## src/rtl/serial_pulse_peer_if.sv

```systemverilog
// Byte-level handshake bundle between the serial pulse peer and its host-side logic.
// The peer owns the slave side: it produces received bytes and consumes bytes to send.
interface serial_pulse_peer_if;
  logic [7:0] rx_data;
  logic       rx_valid;
  logic       rx_ready;
  logic       rx_overflow;
  logic       rx_frame_err;
  logic [7:0] tx_data;
  logic       tx_valid;
  logic       tx_ready;
  logic       tx_busy;

  modport master (
    input  rx_data, rx_valid, rx_overflow, rx_frame_err, tx_ready, tx_busy,
    output rx_ready, tx_data, tx_valid
  );

  modport slave (
    output rx_data, rx_valid, rx_overflow, rx_frame_err, tx_ready, tx_busy,
    input  rx_ready, tx_data, tx_valid
  );
endinterface

```

## src/rtl/serial_pulse_peer.sv

```systemverilog
// Far end of the CPU pulse-width serial link: decodes pulse widths on line_rx into a byte FIFO
// and encodes host bytes onto line_tx, MSB first, one BIT_PERIOD slot per bit.
module serial_pulse_peer #(
  parameter int BIT_PERIOD = 16,
  parameter int ONE_HIGH   = 12,
  parameter int ZERO_HIGH  = 4,
  parameter int THRESHOLD  = 8,
  parameter int MIN_PULSE  = 2,
  parameter int IDLE_GAP   = 64,
  parameter int FIFO_DEPTH = 4
) (
  input  logic               clk,
  input  logic               rst_n,
  input  logic               line_rx,
  output logic               line_tx,
  serial_pulse_peer_if.slave bus
);

  localparam int HW = $clog2(2 * BIT_PERIOD);
  localparam int LW = $clog2(IDLE_GAP + 1);
  localparam int SW = $clog2(BIT_PERIOD);
  localparam int AW = $clog2(FIFO_DEPTH);

  localparam logic [HW-1:0] HI_MAX  = HW'(2 * BIT_PERIOD - 1);
  localparam logic [HW-1:0] HI_THR  = HW'(THRESHOLD);
  localparam logic [HW-1:0] HI_MIN  = HW'(MIN_PULSE);
  localparam logic [LW-1:0] LO_MAX  = LW'(IDLE_GAP);
  localparam logic [LW-1:0] LO_LAST = LW'(IDLE_GAP - 1);
  localparam logic [SW-1:0] S_LAST  = SW'(BIT_PERIOD - 1);
  localparam logic [SW-1:0] S_ZERO  = SW'(ZERO_HIGH);
  localparam logic [SW-1:0] S_ONE   = SW'(ONE_HIGH);

  // ---------------- RX pulse measurement ----------------
  logic          sync1, sync2, line_d;
  logic [HW-1:0] hi_cnt;
  logic [LW-1:0] lo_cnt;
  logic [2:0]    bit_cnt;
  logic [7:0]    shreg;
  logic          rise, fall, bit_take, rx_bit, push_req, gap_hit;
  logic [7:0]    byte_next;

  assign rise      = sync2 & ~line_d;
  assign fall      = ~sync2 & line_d;
  assign bit_take  = fall && (hi_cnt >= HI_MIN);
  assign rx_bit    = (hi_cnt >= HI_THR);
  assign byte_next = {shreg[6:0], rx_bit};
  assign push_req  = bit_take && (bit_cnt == 3'd7);
  // Fires on the single cycle lo_cnt steps onto IDLE_GAP; saturation keeps it one per gap.
  assign gap_hit   = ~sync2 && ~fall && (lo_cnt == LO_LAST);

  always_ff @(posedge clk or negedge rst_n) begin
    if (!rst_n) begin
      sync1            <= 1'b0;
      sync2            <= 1'b0;
      line_d           <= 1'b0;
      hi_cnt           <= '0;
      lo_cnt           <= '0;
      bit_cnt          <= '0;
      shreg            <= '0;
      bus.rx_frame_err <= 1'b0;
    end else begin
      sync1            <= line_rx;
      sync2            <= sync1;
      line_d           <= sync2;
      bus.rx_frame_err <= 1'b0;
      if (sync2) begin
        if (rise)                 hi_cnt <= HW'(1);
        else if (hi_cnt != HI_MAX) hi_cnt <= hi_cnt + 1'b1;
      end else begin
        if (fall)                 lo_cnt <= LW'(1);
        else if (lo_cnt != LO_MAX) lo_cnt <= lo_cnt + 1'b1;
      end
      if (bit_take) begin
        shreg   <= byte_next;
        bit_cnt <= bit_cnt + 1'b1;
      end else if (gap_hit && (bit_cnt != 3'd0)) begin
        bit_cnt          <= '0;
        bus.rx_frame_err <= 1'b1;
      end
    end
  end

  // ---------------- RX FIFO ----------------
  logic [7:0]  mem [FIFO_DEPTH];
  logic [AW:0] wr_ptr, rd_ptr, wr_ptr_n, rd_ptr_n;
  logic        full, pop, do_push;
  logic [7:0]  head_n;

  assign full    = (wr_ptr[AW] != rd_ptr[AW]) && (wr_ptr[AW-1:0] == rd_ptr[AW-1:0]);
  assign pop     = bus.rx_valid && bus.rx_ready;
  assign do_push = push_req && (!full || pop);

  // Output registers load the post-update head so rx_valid never shows a popped entry.
  always_comb begin
    wr_ptr_n = do_push ? wr_ptr + 1'b1 : wr_ptr;
    rd_ptr_n = pop ? rd_ptr + 1'b1 : rd_ptr;
    if (do_push && (rd_ptr_n[AW-1:0] == wr_ptr[AW-1:0])) head_n = byte_next;
    else                                                 head_n = mem[rd_ptr_n[AW-1:0]];
  end

  always_ff @(posedge clk) begin
    if (do_push) mem[wr_ptr[AW-1:0]] <= byte_next;
  end

  always_ff @(posedge clk or negedge rst_n) begin
    if (!rst_n) begin
      wr_ptr          <= '0;
      rd_ptr          <= '0;
      bus.rx_valid    <= 1'b0;
      bus.rx_data     <= '0;
      bus.rx_overflow <= 1'b0;
    end else begin
      wr_ptr          <= wr_ptr_n;
      rd_ptr          <= rd_ptr_n;
      bus.rx_valid    <= (wr_ptr_n != rd_ptr_n);
      bus.rx_data     <= head_n;
      bus.rx_overflow <= push_req && full && !pop;
    end
  end

  // ---------------- TX encoder ----------------
  typedef enum logic [0:0] {TX_IDLE, TX_SLOT} tx_state_e;

  tx_state_e     tx_state, tx_state_n;
  logic [SW-1:0] slot, slot_n;
  logic [2:0]    bit_idx, bit_idx_n;
  logic [7:0]    tx_sh, tx_sh_n;
  logic          line_n;

  assign bus.tx_ready = (tx_state == TX_IDLE);
  assign bus.tx_busy  = (tx_state != TX_IDLE);

  always_comb begin
    tx_state_n = tx_state;
    slot_n     = slot;
    bit_idx_n  = bit_idx;
    tx_sh_n    = tx_sh;
    case (tx_state)
      TX_IDLE: begin
        if (bus.tx_valid) begin
          tx_state_n = TX_SLOT;
          tx_sh_n    = bus.tx_data;
          bit_idx_n  = 3'd7;
          slot_n     = '0;
        end
      end
      TX_SLOT: begin
        if (slot == S_LAST) begin
          if (bit_idx == 3'd0) begin
            tx_state_n = TX_IDLE;
          end else begin
            bit_idx_n = bit_idx - 1'b1;
            slot_n    = '0;
          end
        end else begin
          slot_n = slot + 1'b1;
        end
      end
      default: tx_state_n = TX_IDLE;
    endcase
    // Line level is derived from the next slot position so it lines up with the state register.
    line_n = (tx_state_n == TX_SLOT) &&
             ((slot_n < S_ZERO) || ((slot_n < S_ONE) && tx_sh_n[bit_idx_n]));
  end

  always_ff @(posedge clk or negedge rst_n) begin
    if (!rst_n) begin
      tx_state <= TX_IDLE;
      slot     <= '0;
      bit_idx  <= '0;
      tx_sh    <= '0;
      line_tx  <= 1'b0;
    end else begin
      tx_state <= tx_state_n;
      slot     <= slot_n;
      bit_idx  <= bit_idx_n;
      tx_sh    <= tx_sh_n;
      line_tx  <= line_n;
    end
  end

endmodule
```

## src/flat_wrapper.sv

```systemverilog
// flat-port wrapper written by rule: the top's interface ports become plain ports
module serial_pulse_peer_flat 
#(
  parameter int BIT_PERIOD = 16,
  parameter int ONE_HIGH   = 12,
  parameter int ZERO_HIGH  = 4,
  parameter int THRESHOLD  = 8,
  parameter int MIN_PULSE  = 2,
  parameter int IDLE_GAP   = 64,
  parameter int FIFO_DEPTH = 4
)
  (clk, rst_n, line_rx, line_tx, bus_rx_data, bus_rx_valid, bus_rx_overflow, bus_rx_frame_err, bus_tx_ready, bus_tx_busy, bus_rx_ready, bus_tx_data, bus_tx_valid);
  serial_pulse_peer_if bus_i ();
  input  logic clk;
  input  logic rst_n;
  input  logic line_rx;
  output logic line_tx;
  output wire logic [$bits(bus_i.rx_data)-1:0] bus_rx_data;
  output wire logic [$bits(bus_i.rx_valid)-1:0] bus_rx_valid;
  output wire logic [$bits(bus_i.rx_overflow)-1:0] bus_rx_overflow;
  output wire logic [$bits(bus_i.rx_frame_err)-1:0] bus_rx_frame_err;
  output wire logic [$bits(bus_i.tx_ready)-1:0] bus_tx_ready;
  output wire logic [$bits(bus_i.tx_busy)-1:0] bus_tx_busy;
  input wire logic [$bits(bus_i.rx_ready)-1:0] bus_rx_ready;
  input wire logic [$bits(bus_i.tx_data)-1:0] bus_tx_data;
  input wire logic [$bits(bus_i.tx_valid)-1:0] bus_tx_valid;
  assign bus_rx_data = bus_i.rx_data;
  assign bus_rx_valid = bus_i.rx_valid;
  assign bus_rx_overflow = bus_i.rx_overflow;
  assign bus_rx_frame_err = bus_i.rx_frame_err;
  assign bus_tx_ready = bus_i.tx_ready;
  assign bus_tx_busy = bus_i.tx_busy;
  assign bus_i.rx_ready = bus_rx_ready;
  assign bus_i.tx_data = bus_tx_data;
  assign bus_i.tx_valid = bus_tx_valid;
  serial_pulse_peer #(.BIT_PERIOD(BIT_PERIOD), .ONE_HIGH(ONE_HIGH), .ZERO_HIGH(ZERO_HIGH), .THRESHOLD(THRESHOLD), .MIN_PULSE(MIN_PULSE), .IDLE_GAP(IDLE_GAP), .FIFO_DEPTH(FIFO_DEPTH)) u_core (.clk(clk), .rst_n(rst_n), .line_rx(line_rx), .line_tx(line_tx), .bus(bus_i));
endmodule
```

## config.mk

```make
export PLATFORM = sky130hd
export DESIGN_NAME = serial_pulse_peer_flat
export DESIGN_NICKNAME = d
export VERILOG_FILES = /design/src/rtl/serial_pulse_peer_if.sv /design/src/rtl/serial_pulse_peer.sv /design/src/flat_wrapper.sv
export SDC_FILE = /design/constraint.sdc
export NUM_CORES = 1
export LEC_CHECK = 0
export CAP_MARGIN = 25
export CELL_PAD_IN_SITES_DETAIL_PLACEMENT = 0
export CELL_PAD_IN_SITES_GLOBAL_PLACEMENT = 1
export CORE_UTILIZATION = 30
export CTS_BUF_LIST = sky130_fd_sc_hd__clkbuf_8
export DETAILED_ROUTE_END_ITERATION = 8
export GPL_ROUTABILITY_DRIVEN = 0
export HOLD_SLACK_MARGIN = 0.08
export PLACE_DENSITY = 0.59
export SETUP_SLACK_MARGIN = 0.15
export SYNTH_ARGS = -nofsm -noshare
export SYNTH_HDL_FRONTEND = slang
export SYNTH_SLANG_ARGS = --single-unit
```

## constraint.sdc

```tcl
create_clock -name clk -period 2.6 [get_ports clk]
set_input_delay 0.39 -clock clk [delete_from_list [all_inputs] [get_ports clk]]
set_output_delay 0.39 -clock clk [all_outputs]
set_load 0.01 [all_outputs]
```

==> results of run 1 <==
-- registers in the layout (all words and copies together), names as in the netlist, 4 cells and up --
name	count
u_core.shreg	7
u_core.lo_cnt	7
u_core.bus.rx_data	8
u_core.hi_cnt	5
u_core.tx_sh	8
u_core.slot	4
u_core.mem	32
-- synth_stat cells (2+ instances only) --
master     instances  area (µm²)
a31oi_1            2        12.5
a21oi_1           12        60.1
clkbuf_1           2        7.51
nand3_1           11        55.1
o2bb2ai_1          2        17.5
nor2_1            19        71.3
nor3_1             7        35.0
a22o_1             2        17.5
o22ai_1            2        12.5
dfrtp_1           59        1480
o211ai_1           2        15.0
xor2_1             3        26.3
mux2_2            10         113
nor4_1             2        12.5
and4_1             2        17.5
edfxtp_1          32         961
nor2b_1            4        25.0
or4_1              2        15.0
mux4_1             8         210
and2_1             4        25.0
o221ai_1           2        17.5
nand2_1           41         154
xnor2_1            9        78.8
a311oi_1           2        17.5
buf_2              5        25.0
mux2_4             9         135
inv_1             20        75.1
nor3b_1            2        15.0
o21ai_0           19        95.1
nand2b_1           2        12.5
ha_1              16         200
nand4_1            2        12.5
and3_1             5        31.3
-- stage by stage --
| step | hold WS, ns | instances |
|---|---|---|
| floorplan | 0.0944 | 335 |
| global placement | 0.340 | 542 |
| detailed placement | 0.348 | 542 |
| CTS | 0.370 | 559 |
| global route | 0.370 | 559 |
| finish | 0.362 | 559 |
-- area by class of cell --
class                      instances  area, µm²  share of cell area (%)
inverter                          20       75.1                    1.51
timing repair buffer              41        408                    8.22
tap                              176        220                    4.44
clock buffer                       9        124                    2.49
sequential                        91       2440                    49.1
clock inverter                     7       57.6                    1.16
multi-input combinational        215       1640                    33.1
-- what timing repair did --
| action | in CTS | in global routing |
|---|---|---|
| setup endpoints to repair | 0 | 0 |
| endpoints found under the hold margin | 23 | 0 |
| buffers inserted | 0 | 0 |
| hold buffers | 1 | 0 |
-- critical path: cells and delay by family, from the launching register on --
| kind | cells | cell delay [ns] |
|---|---|---|
| AO/OA/AOI/OAI | 1 | 0.15 |
| adder cells (fa/ha/maj) | 1 | 0.19 |
| buffers and inverters | 2 | 0.23 |
| flip-flops | 1 | 0.41 |
| multiplexers | 1 | 0.29 |
| AND/OR/NAND/NOR | 3 | 0.69 |
-- cell usage in the layout (no fill, tap or decap), drive strengths merged, types with 12 or more instances in the layout --
cell type      Yosys  final
edfxtp            32     32
a21oi             12     12
mux2              19     19
ha                16     16
dfrtp             59     59
nor2              19     19
nand3             12     12
inv               20     26
buf                7     15
nand2             41     41
clkdlybuf4s50      0     25
o21ai             19     19
-- power by group through the flow --
| stage | registers, mW | logic (mW) | clock network (mW) |
|---|---|---|---|
| final | 1.98 | 1.20 | 0.900 |
| after global routing | 2.02 | 1.34 | 1.00 |
| after CTS | 1.99 | 1.23 | 0.938 |
| after detailed placement | 2.02 | 1.23 | 0 |
| after global placement | 2.01 | 1.21 | 0 |
| after floorplan | 1.98 | 0.798 | 0 |
-- kinds of logic after synthesis --
kind of cell / count (synthesis) / share of synthesized area [%]
AND/OR/NAND/NOR: 105 / 11.9
flip-flops: 91 / 57.9
AO/OA/AOI/OAI: 53 / 8.12
buffers and inverters: 29 / 3.00
multiplexers: 28 / 11.1
adder cells (fa/ha/maj): 16 / 4.76
XOR/XNOR: 13 / 3.15
-- layer usage --
layer,global-route usage (%),vias to the layer above
met1,16.2,1315
met5,0,-
met4,3.94,0
met2,18.5,39
li1,-,1293
met3,3.77,7
-- final timing paths --
kind	slack [ns]	end	depth (start not counted)
worst max-delay path	0.52	u_core.bus.rx_data[4]	8
worst min-delay path	0.36	u_core.sync2	0
worst max register to register	0.52	u_core.bus.rx_data[4]	8
worst min register to register	0.36	u_core.sync2	0
max in group asynchronous	1.43	u_core.shreg[0]	3
min in group asynchronous	0.55	u_core.bus.rx_data[2]	2
==> reports/metrics.csv, run 1 <==
stage,metric,value,unit
sta,Fin. Hold Viols,0,
route,Via density,4.75,
worst_setup_path,Slowest cell on crit path,dfrtp_1,
cts,CTS H-tree lvls,3,
logic_synthesis,Synth Net Count,364,
power,sw frac,30.3,%
floorplanning,io pins,27,
route,DRT Wirelength,7820,µm
floorplanning,Core Area,13500,µm²
power,Power Dens Cells,822,nW/µm²
sta,fmax,481,MHz
logic_synthesis,count of unique library cells instantiated by Yosys,47,
global_route,vias in the first global route,2634,
cts,# resized after CTS,0,
global_route,first-pass GRT wire length,13300,µm
global_route,Total Routing Usage GR,12.1,%
cts,"CTS clk-pin slew, worst paths",0.09,ns
place,Buffers on Ports,26,
logic_synthesis,"FF+latch count, synth",91,
power,P_int,2.85,mW
worst_setup_path,crit path from,u_core.hi_cnt[0],
route,total number of vias,2654,
power,Total Power,4.08,mW
logic_synthesis,cells after synthesis,335,
cts,Skew-Pair Late Insertion Delay,0.37,ns
global_route,number of antenna violations at the first check in global routing,0,
layout,Area Overhead vs Synth,18.0,%
sta,Max Transition Viols Final,0,
route,DR WL met2,3750,µm
power,Leak,2.07,nW
sta,"Min Clock Period, post-route",2.08,ns
route,Pre-antenna DRT Iters,6,
route,DR iter-0 viols,133,
power,Flop pwr share,48.5,%
worst_setup_path,Worst setup SP type,flop,
route,Routed Antenna Nets,0,
logic_synthesis,"Top FF cell, synth",dfrtp_1,
power,Net Switching,1.24,mW
worst_setup_path,CP required,2.86,ns
route,routed wl met3,273,µm
power,clock share of power,22.1,%
global_route,GR Overflow Total,0,
route,M1 WL,3700,µm
sta,worst rel slew slack,60.9,%
logic_synthesis,Synth async-reset ratio,64.8,%
worst_setup_path,worst flop-to-flop path startpoint,u_core.hi_cnt[0],
route,top layer in use,met4,
floorplanning,Die H,120,µm
sta,Tcrit/Tclk final,80.0,%
power,Max IR drop VDD,241,µV
logic_synthesis,Post-synth EDFFs,32,
layout,antenna cells,0,
worst_setup_path,cell repeated most along the worst path,and3_1,
worst_hold_path,Worst Hold Launch,u_core.sync1,
layout,share of cells above drive strength 1,13.8,%
layout,nets,407,
logic_synthesis,Yosys warnings,0,
route,wire per inst,14.0,µm
cts,CTS tree,built,
flow_run,Max Cap Violations,0,
layout,# fillers,1345,
sta,Fin Setup TNS,0,ns
layout,Layout Utilization,36.9,%
cts,Max Buffers Root-to-Sink,2,
floorplanning,die footprint,14500,µm²
cts,Num CTS Buffers,9,
cts,Clock Root Buffer,clkbuf_8,
layout,post-route cell area,4960,µm²
route,drt drc,0,
power,Comb power frac,29.4,%
worst_setup_path,CP arrival,2.34,ns
place,dpl hpwl,5570,µm
worst_setup_path,critical path's largest stage delay,0.41,ns
worst_hold_path,Worst Hold Class,reg2reg,
floorplanning,initial core utilization,31.3,%
place,DP Area,4770,µm²
floorplanning,die span in x,120,µm
sta,PnR worst setup slack,0.519,ns
sta,unrepaired setup endpoints after global routing,false,
worst_setup_path,crit path capture type,flop,
logic_synthesis,post-synthesis sequential area ratio,57.9,%
cts,clock sink count,91,
sta,Final setup viols,0,
logic_synthesis,syn_area_per_cell,12.6,µm²
sta,Worst Skew,0.0150,ns
sta,worst-margin pin slew,0.586,ns
place,post-place setup slack,0.179,ns
floorplanning,row count,42,
worst_setup_path,Worst Path Max Fanout,8,
global_route,maximum number of pins on one net before global-route repair,37,
worst_setup_path,CP Cell Sequence,inv_1 > ha_1 > nor3_1 > a21oi_1 > and3_1 > and3_1 > buf_12 > mux2_4,
outcome,status,finished clean,
worst_setup_path,CP Class,reg2reg,
logic_synthesis,Syn Std Cell Area,4210,µm²
(Power assumes the default switching activity.)
==> run 2: changes to the inputs <==
PLACE_DENSITY = 0.6   (was 0.59)
clock period = 1.87 ns   (was 2.6 ns; I/O delays follow)
==> run 2 against run 1 <==
The flow now finishes with violations (negative setup slack). Total power increased by 63%. Worst hold slack got worse by 0.019 ns. Final cell count increased by 11%. Via count increased by 8.7%. Sequential cell count unchanged. Largest power group unchanged. Non-clock buffer count increased by 58. Critical path depth unchanged. Combinational power increased by 95%. Sequential share of layout area decreased by 6.8 points. Die area unchanged. Critical path type unchanged. Clock skew decreased by 0.0062 ns.
==> reports/metrics.csv, run 2 (same netlist as run 1, synthesis figures left out) <==
stage,metric,value,unit,change
worst_setup_path,Slowest cell on crit path,dfrtp_1,,
global_route,GR Overflow Total,0,,unchanged
global_route,first-pass GRT wire length,14600,µm,+10%
global_route,number of antenna violations at the first check in global routing,0,,unchanged
sta,Final setup viols,1,,+1
worst_setup_path,"Buf+Inv Stages, Crit Path",0,,-2
sta,worst-margin pin slew,0.580,ns,-0.00685 ns
worst_setup_path,CP Cell Sequence,ha_4 > and3_4 > nand2_2 > or4_1 > o211ai_1 > nand2_1 > a2bb2oi_1 > o2111a_1,,
layout,max reg flops,32,,unchanged
route,DRT Wirelength,9080,µm,+16%
route,Via density,4.67,,-1.7%
sta,Fin Setup TNS,-0.0680,ns,-0.0680 ns
sta,Fin. Hold Viols,0,,unchanged
floorplanning,die span in x,120,µm,unchanged
flow_run,Max Cap Violations,0,,unchanged
route,Routed Antenna Nets,0,,unchanged
route,Pre-antenna DRT Iters,4,,-2
floorplanning,row count,42,,unchanged
worst_hold_path,Worst Hold Class,in2reg,,
cts,Clock Root Buffer,clkbuf_8,,
cts,clock sink count,91,,unchanged
layout,# fillers,1280,,-4.8%
route,drt drc,0,,unchanged
cts,CTS tree,built,,
power,Leak,2.42,nW,+17%
worst_setup_path,critical path's largest stage delay,0.41,ns,about the same
floorplanning,io pins,27,,unchanged
global_route,Total Routing Usage GR,13.3,%,+1.2 points
sta,PnR worst setup slack,-0.0680,ns,-0.587 ns
sta,Max Transition Viols Final,0,,unchanged
cts,CTS H-tree lvls,3,,unchanged
outcome,violated checks,negative setup slack,,
layout,Layout Utilization,42.9,%,+6.0 points
cts,Skew-Pair Late Insertion Delay,0.37,ns,about the same
route,total number of vias,2885,,+8.7%
global_route,maximum number of pins on one net before global-route repair,22,,-41%
worst_setup_path,CP arrival,2.20,ns,-0.14 ns
cts,Num CTS Buffers,9,,unchanged
route,DR iter-0 viols,133,,unchanged
sta,fmax,516,MHz,+7.4%
worst_setup_path,Worst Path Max Fanout,4,,-4
worst_setup_path,CP required,2.13,ns,-0.73 ns
outcome,status,finished with violations,,
route,wire per inst,14.7,µm,+5.0%
worst_setup_path,crit path capture type,flop,,
layout,nets,466,,+14%
place,Buffers on Ports,26,,unchanged
floorplanning,Core Area,13500,µm²,unchanged
worst_setup_path,Worst setup SP type,flop,,
layout,"commonest non-fill, non-tap cells in the layout","dfrtp_1, buf_4, nand2_1, edfxtp_1, clkdlybuf4s50_1",,
worst_setup_path,CP Class,reg2reg,,
place,dpl hpwl,6190,µm,+11%
sta,unrepaired setup endpoints after global routing,true,,
cts,"CTS clk-pin slew, worst paths",0.10,ns,about the same
power,Max IR drop VDD,353,µV,+47%
layout,antenna cells,0,,unchanged
worst_setup_path,Crit path max-delay family,simple AND/OR/NAND/NOR gates,,
layout,share of cells above drive strength 1,36.4,%,+23 points
sta,Tcrit/Tclk final,104,%,+24 points
layout,"commonest non-fill, non-tap cell in the layout",dfrtp_1,,
global_route,vias in the first global route,2971,,+13%
floorplanning,die footprint,14500,µm²,unchanged
power,Power Dens Cells,1150,nW/µm²,+40%
cts,Max Buffers Root-to-Sink,2,,unchanged
sta,"Min Clock Period, post-route",1.94,ns,-0.143 ns
layout,Area Overhead vs Synth,37.2,%,
sta,Worst Skew,0.00874,ns,-0.00624 ns
sta,worst rel slew slack,61.4,%,+0.46 points
floorplanning,initial core utilization,31.3,%,unchanged
floorplanning,Die H,120,µm,unchanged
-- run 2: cell types whose count changed in the layout (fill, tap and decap cells not counted), sizes merged --
cell,before,now
inv,26,23
and2,4,5
bufinv,0,2
buf,15,73
clkinv,0,1
dlymetal6s2s,0,1
clkdlybuf4s50,25,22
dlygate4sd2,0,2
-- run 2: report_power, final --
group          switching [mW]  leakage [nW]  internal [mW]  total (mW)
Combinational           0.914          1.28           1.43        2.34
Clock                   0.764         0.114          0.778        1.54
Sequential              0.309          1.02           2.45        2.76
-- run 2: path summary, 6_finish.rpt --
check	start	to	slack, ns	cells after the start
setup reg to reg	u_core.slot[0]	u_core.line_tx	-0.07	8
setup / recovery	u_core.slot[0]	u_core.line_tx	-0.07	8
hold / removal	line_rx	u_core.sync1	0.34	1
max in group asynchronous	rst_n	u_core.bus.tx_busy	0.91	3
min in group asynchronous	rst_n	u_core.bus.rx_data[0]	0.44	2
hold reg to reg	u_core.sync1	u_core.sync2	0.36	0
-- run 2: cell type report --
class                           count  area, µm²  area share (%)
Timing Repair Buffer               99        897            15.5
Sequential cell                    91       2440            42.3
Multi-Input combinational cell    216       1900            33.0
Inverter                           20       77.6            1.34
Clock inverter                      7        108            1.87
Clock buffer                        9        124            2.15
Tap cell                          176        220            3.82
-- run 2: through the flow --
stage               std cells  hold WS, ns  cell area [µm²]  setup WS, ns  total power, mW
floorplan                 335      -0.0151             4260        0.0260             3.88
global placement          575        0.318             5080        -0.333             4.58
detailed placement        575        0.326             5080        -0.372             4.63
CTS                       610        0.323             5590       -0.0682             6.60
global route              618        0.333             5770        -0.205             7.02
finish                    618        0.342             5770       -0.0680             6.65
-- run 2: repair_timing --
| item | CTS | global route |
|---|---|---|
| endpoints found under the hold margin | 19 | 0 |
| setup buffers | 17 | 6 |
| gates resized for setup | 40 | 29 |
| setup endpoints to repair | 49 | 53 |
| hold buffers | 1 | 0 |
| cloned | 1 | 2 |
| pin swaps | 14 | 15 |
-- run 2: per-layer routing --
layer	global-route usage (%)	wire length, µm	vias up
li1	-	-	1417
met3	2.88	281	13
met4	6.48	184	0
met5	0	0	-
met2	21.8	4520	40
met1	16.7	4100	1415
